--- src/rtl/regfile_wb_arbiter.sv ---
// Purpose : round-robin arbiter sharing the register file write port between EXU (req0) and LSU (req1), plus a per-register busy scoreboard.
// Latency : handshake in cycle N drives rf_wen/rf_waddr/rf_wdata in N+1; the busy bit clears at the end of N+1.
// Backpr. : ready is granted to at most one requester per cycle; the output stage never stalls.
//
// Ports:
//   clk, rst_n                      clock, async active-low reset
//   reqX_valid/addr/data, reqX_ready write-back requesters (X = 0 EXU, 1 LSU)
//   rf_wen/rf_waddr/rf_wdata        registered register-file write port
//   sb_set/sb_set_addr              issue stage marks a destination pending
//   chk_addr/chk_busy               combinational busy query for decode
module regfile_wb_arbiter #(
  parameter int ADDR_WIDTH = 5,
  parameter int DATA_WIDTH = 32
) (
  input  logic                  clk,
  input  logic                  rst_n,
  input  logic                  req0_valid,
  input  logic [ADDR_WIDTH-1:0] req0_addr,
  input  logic [DATA_WIDTH-1:0] req0_data,
  output logic                  req0_ready,
  input  logic                  req1_valid,
  input  logic [ADDR_WIDTH-1:0] req1_addr,
  input  logic [DATA_WIDTH-1:0] req1_data,
  output logic                  req1_ready,
  output logic                  rf_wen,
  output logic [ADDR_WIDTH-1:0] rf_waddr,
  output logic [DATA_WIDTH-1:0] rf_wdata,
  input  logic                  sb_set,
  input  logic [ADDR_WIDTH-1:0] sb_set_addr,
  input  logic [ADDR_WIDTH-1:0] chk_addr,
  output logic                  chk_busy
);

  localparam int NREGS = 1 << ADDR_WIDTH;

  logic                  r_prio;     // 0: req0 preferred, 1: req1 preferred
  logic [NREGS-1:0]      r_busy;
  logic                  r_wen;
  logic [ADDR_WIDTH-1:0] r_waddr;
  logic [DATA_WIDTH-1:0] r_wdata;

  logic                  w_gnt0;
  logic                  w_gnt1;
  logic                  w_hs0;
  logic                  w_hs1;
  logic [NREGS-1:0]      w_busy_nxt;

  // Grant depends only on valids and the rotation pointer, never on ready.
  always_comb begin
    w_gnt0 = 1'b0;
    w_gnt1 = 1'b0;
    if (req0_valid && req1_valid) begin
      if (r_prio) w_gnt1 = 1'b1;
      else        w_gnt0 = 1'b1;
    end else if (req0_valid) begin
      w_gnt0 = 1'b1;
    end else if (req1_valid) begin
      w_gnt1 = 1'b1;
    end
  end

  // Gating with rst_n keeps both readies low for the whole reset window.
  assign req0_ready = w_gnt0 & rst_n;
  assign req1_ready = w_gnt1 & rst_n;
  assign w_hs0      = req0_valid & req0_ready;
  assign w_hs1      = req1_valid & req1_ready;

  always_ff @(posedge clk or negedge rst_n) begin
    if (!rst_n) begin
      r_wen   <= 1'b0;
      r_waddr <= '0;
      r_wdata <= '0;
      r_prio  <= 1'b0;
    end else begin
      r_wen <= 1'b0;
      if (w_hs0) begin
        r_wen   <= (req0_addr != '0);
        r_waddr <= req0_addr;
        r_wdata <= req0_data;
        r_prio  <= 1'b1;
      end else if (w_hs1) begin
        r_wen   <= (req1_addr != '0);
        r_waddr <= req1_addr;
        r_wdata <= req1_data;
        r_prio  <= 1'b0;
      end
    end
  end

  // Clear is applied first so a same-cycle set of the same register wins:
  // the newer producer is still in flight.
  always_comb begin
    w_busy_nxt = r_busy;
    if (r_wen) w_busy_nxt[r_waddr] = 1'b0;
    if (sb_set && (sb_set_addr != '0)) w_busy_nxt[sb_set_addr] = 1'b1;
    w_busy_nxt[0] = 1'b0;
  end

  always_ff @(posedge clk or negedge rst_n) begin
    if (!rst_n) r_busy <= '0;
    else        r_busy <= w_busy_nxt;
  end

  assign rf_wen   = r_wen;
  assign rf_waddr = r_waddr;
  assign rf_wdata = r_wdata;
  assign chk_busy = r_busy[chk_addr];

endmodule

--- config.mk ---
export PLATFORM = sky130hd
export DESIGN_NAME = regfile_wb_arbiter
export DESIGN_NICKNAME = d
export VERILOG_FILES = /design/src/rtl/regfile_wb_arbiter.sv
export SDC_FILE = /design/constraint.sdc
export NUM_CORES = 1
export LEC_CHECK = 0
export CAP_MARGIN = 30
export CORE_ASPECT_RATIO = 0.5
export CORE_MARGIN = 10
export CORE_UTILIZATION = 49
export CTS_BUF_LIST = sky130_fd_sc_hd__clkbuf_8
export DETAILED_ROUTE_END_ITERATION = 8
export GPL_ROUTABILITY_DRIVEN = 0
export HOLD_SLACK_MARGIN = 0.05
export PLACE_DENSITY = 0.88
export REMOVE_ABC_BUFFERS = 1
export SYNTH_ARGS = -nofsm -noshare
export SYNTH_HDL_FRONTEND = slang
export SYNTH_SLANG_ARGS = --single-unit
--- constraint.sdc ---
create_clock -name clk -period 3.15 [get_ports clk]
set_clock_uncertainty 0.1 [all_clocks]
set_input_delay 0.63 -clock clk [delete_from_list [all_inputs] [get_ports clk]]
set_output_delay 0.63 -clock clk [all_outputs]
set_load 0.05 [all_outputs]
; Word level (Yosys, flattened, before mapping)
; Index checks and enable logic that the tools add are counted.
[word_totals]
reg_bits = 70
in_bits = 89
[op_classes]
order_cmp = 5
mux = 23
bitwise = 7
n_reduce_logical = 8
[ops]
columns = cell, count
row1 = $mux W32, 4
row2 = $and A32 B32 Y32, 1
row3 = $not A32 Y32, 1
row4 = $or A32 B32 Y32, 1
row5 = $lt A5 B6 Y1 const B, 3
row6 = $reduce_bool A5 Y1, 3
row7 = $mux W1, 14
row8 = $demux W1 S5, 2
row9 = $ge A5 B1 Y1 const B, 2
row10 = $mux W5, 2
row11 = $bmux W1 S5, 1
row12 = $and A1 B1 Y1, 4
row13 = $logic_and A1 B1 Y1, 4
row14 = $reduce_bool A2 Y1, 1

; Depth between registers and ports, before layout
[depth]
word_depth = 9
ltp_mapped = 6
ltp_nobuf = 4

; Least setup slack after synthesis
; OpenSTA, ideal clock, no wires.
[synth_timing]
path_type = input port to output port
startpoint = input port chk_addr[0]
endpoint = output port chk_busy
arrival_ns = 2.019
required_ns = 2.420
slack_ns = 0.401
path_stages = 5
path_buffers = 1
cell_sequence = buf_2 > mux4_2 > nand2b_1 > o211ai_1 > nand4_1
[synth_between]
elab_chain_len = 2
[synth_lines]
columns = element, line
row1 = "start, declared", 30  ; input logic [ADDR_WIDTH-1:0] chk_addr,
row2 = $bmux W1 S5, 107  ; assign chk_busy = r_busy[chk_addr];
row3 = $mux W1 (implied by the code), 107
row4 = "end, declared", 31  ; output logic chk_busy
; Every way passes these cells. The select of a mux whose other input is x is not followed.

; Worst setup path in the final report
[layout_timing]
startpoint = input port chk_addr[1]
endpoint = output port chk_busy
; Same word-level chain as after synthesis.

==> results.toml <==
[critical_path]
crit_path_max_incr_delay_ps = 730
cp_data_required_time_ps = 2420
crit_arrival_ps = 2320
r2r_start = "rf_waddr[4]$_DFFE_PN0P_"
cp_cell_sequence = "clkdlybuf4s50_1, mux4_2, nand2b_1, o211ai_1, nand4_1, buf_4"
path_delay_family = "buffers and inverters"
criticalPathCategory = "input pin to primary output"
r2r_setup_slack_ps = 1580
r2r_cells = 3
crit_path_top_delay_cell = "clkdlybuf4s50_1"
cp_max_fo = 10
path_buf_inv = 2
start_kind = "input pin"
end_kind = "primary output"
r2r-end = "r_busy[18]$_DFF_PN0_"

[timing]
fmax_ghz = 0.328
finalSetupTns_ps = 0
fin_crit_ps = 3050
fin_crit_sh_pct = 96.8
maxSlewHeadroom_pct = 56.5
rsz0062_at_grt = "no"
worstMarginPinSlew_ps = 653
setup_violations = 0
slew_viol_final = 0
fin_hold_ws_ps = 80.9
finalHoldViolCount = 0

[clock_network]
tritoncts = "done"
clkLatencyLatePin_ps = 320
cts_root_buf = "clkbuf_8"
clk_pin_slew_worst_paths_ps = 70
cts_made_buffers = 9
cts.sinks = 70
cts-htree-levels = 3
clockBufferDepth = 2
postCtsHoldBufs = 0

[grt]
gr-usage-all-layers_pct = 18.7
antenna_found_initial = 0
overflow = 0
grt_pass1_vias = 3206
grt_pass1_wl_um = 16100
grt_start_max_net_pins = 55

[power]
p_per_area_mw_per_mm2 = 602
max-vdd-ir-drop_v = 0.000302
p_leak_nw = 2.17

[logic_synthesis]
yosysSeqAreaShare_pct = 52.2
synth.most_common_cell = "o21ai_0"
ys_top_cells_by_area = "dfrtp_1, o21ai_0, mux2i_1, nand2_1, nand3b_1"
async_flop_share_pct = 100
synth_seq_cells = 70
synth_cell_types = 26
synth_commonest_cells = "o21ai_0, dfrtp_1, mux2i_1"
synthFlopType = "dfrtp_1"
synth_area_mm2 = 0.00336
synth_top_area_share_pct = 52.2
yosys.area.top_type = "dfrtp_1"
syn_inst = 335
yosys_warnings = 0
synth_enable_flop_cells = 0
avgSynthCellArea_um2 = 10.0

[floorplanning]
die_h_um = 78.5
initial_core_util_pct = 50.3
coreArea_mm2 = 0.00667
dieArea_mm2 = 0.0108
rows = 21
num_io_pins = 130
die_w_um = 137

[routing]
drtAntennaViolNets = 0
dr.pass1.iters = 4
vias = 3095
wl_per_cell_um = 17.7
via_per_inst = 5.52
drcViolationCount = 0
drt-initial-drc-count = 224
wl_um = 9920

[finish]
drive_above_1_share_pct = 7.46
final_core_util_pct = 74.9
stdcell_area_mm2 = 0.00500
final_nets = 553
area_delta_synth_final_pct = 49.0
insertedDiodeCount = 0
fillCellCount = 491

[placed_design]
port_buffers = 129
dp.final_hpwl_um = 7690
placed_area_mm2 = 0.00477

[min_path]
hold_class = "input pin to asynchronous set/reset pin"

[flow_run]
cap_violations = 0

[outcome]
outcome = "completed"
[what timing repair did]
action	4_1_cts	5_1_grt
gates resized for setup	0	1
buffers inserted	0	0
setup endpoints to repair	0	1
[worst max path at each step]
stage | start | cells after the start | slack, ps | endpoint
2_1_floorplan | req1_valid | 3 | -370 | req0_ready
3_3_place_gp | chk_addr[0] | 6 | 140 | chk_busy
3_5_place_dp | chk_addr[0] | 6 | 70 | chk_busy
4_1_cts | chk_addr[0] | 6 | 70 | chk_busy
5_1_grt | chk_addr[1] | 6 | 30 | chk_busy
6_report | chk_addr[1] | 6 | 100 | chk_busy
[stage by stage]
step	total power, W	worst slack, ps	std cells
floorplan	0.00180	-367	318
global placement	0.00220	141	545
detailed placement	0.00223	68.1	545
CTS	0.00303	65.3	561
global route	0.00317	31.9	561
finish	0.00301	102	561
[placed cells by master, fill, tap and decap left out, types with 2 or more instances in the layout]
cell and count:
a21oi_1 6, a22oi_1 2, buf_12 3, buf_4 7, bufinv_16 2, clkbuf_8 10
clkdlybuf4s50_1 124, clkinv_4 2, dfrtp_1 70, inv_1 6, mux2i_1 45, mux4_2 3
nand2_1 42, nand2b_1 2, nand3_1 8, nand3b_1 10, nor2_1 6, nor2b_1 2
o21ai_0 100, or3_1 2, or3b_2 5, or4_1 2
[final cells by class]
type | instances | area (um2) | share of cell area (%)
Tap cell | 92 | 115 | 2.30
Clock buffer | 10 | 138 | 2.75
Multi-Input combinational cell | 243 | 1520 | 30.5
Inverter | 5 | 18.8 | 0.375
Sequential cell | 70 | 1750 | 35.0
Clock inverter | 6 | 86.3 | 1.73
Timing Repair Buffer | 135 | 1370 | 27.3
[logic make-up (layout without fill, tap and decap cells)]
family                 after synthesis  count (layout)  synth area share, %
AND/OR/NAND/NOR                     81              81                 12.0
buffers and inverters               22             156                 2.87
AO/OA/AOI/OAI                      114             114                 17.5
flip-flops                          70              70                 52.2
multiplexers                        48              48                 15.4
[registers in the layout, indices dropped and copies added (netlist names)]
register	flops
rf_wen	1
rf_wdata	32
r_busy	31
rf_waddr	5
r_prio	1
[routing by layer]
metal | wire length [um] | up-vias | track usage (%)
met3 | 1160 | 12 | 9.53
met2 | 4970 | 143 | 31.1
met4 | 131 | 0 | 5.13
met5 | 0 | - | 0
met1 | 3660 | 1474 | 20.7
li1 | - | 1466 | -
[power breakdown]
part	internal (W)	switching (W)
Clock	0.000466	0.000327
Sequential	0.00112	0.000149
Combinational	0.000397	0.000547
Total	0.00199	0.00102
Power figures use the tool's default switching activity.
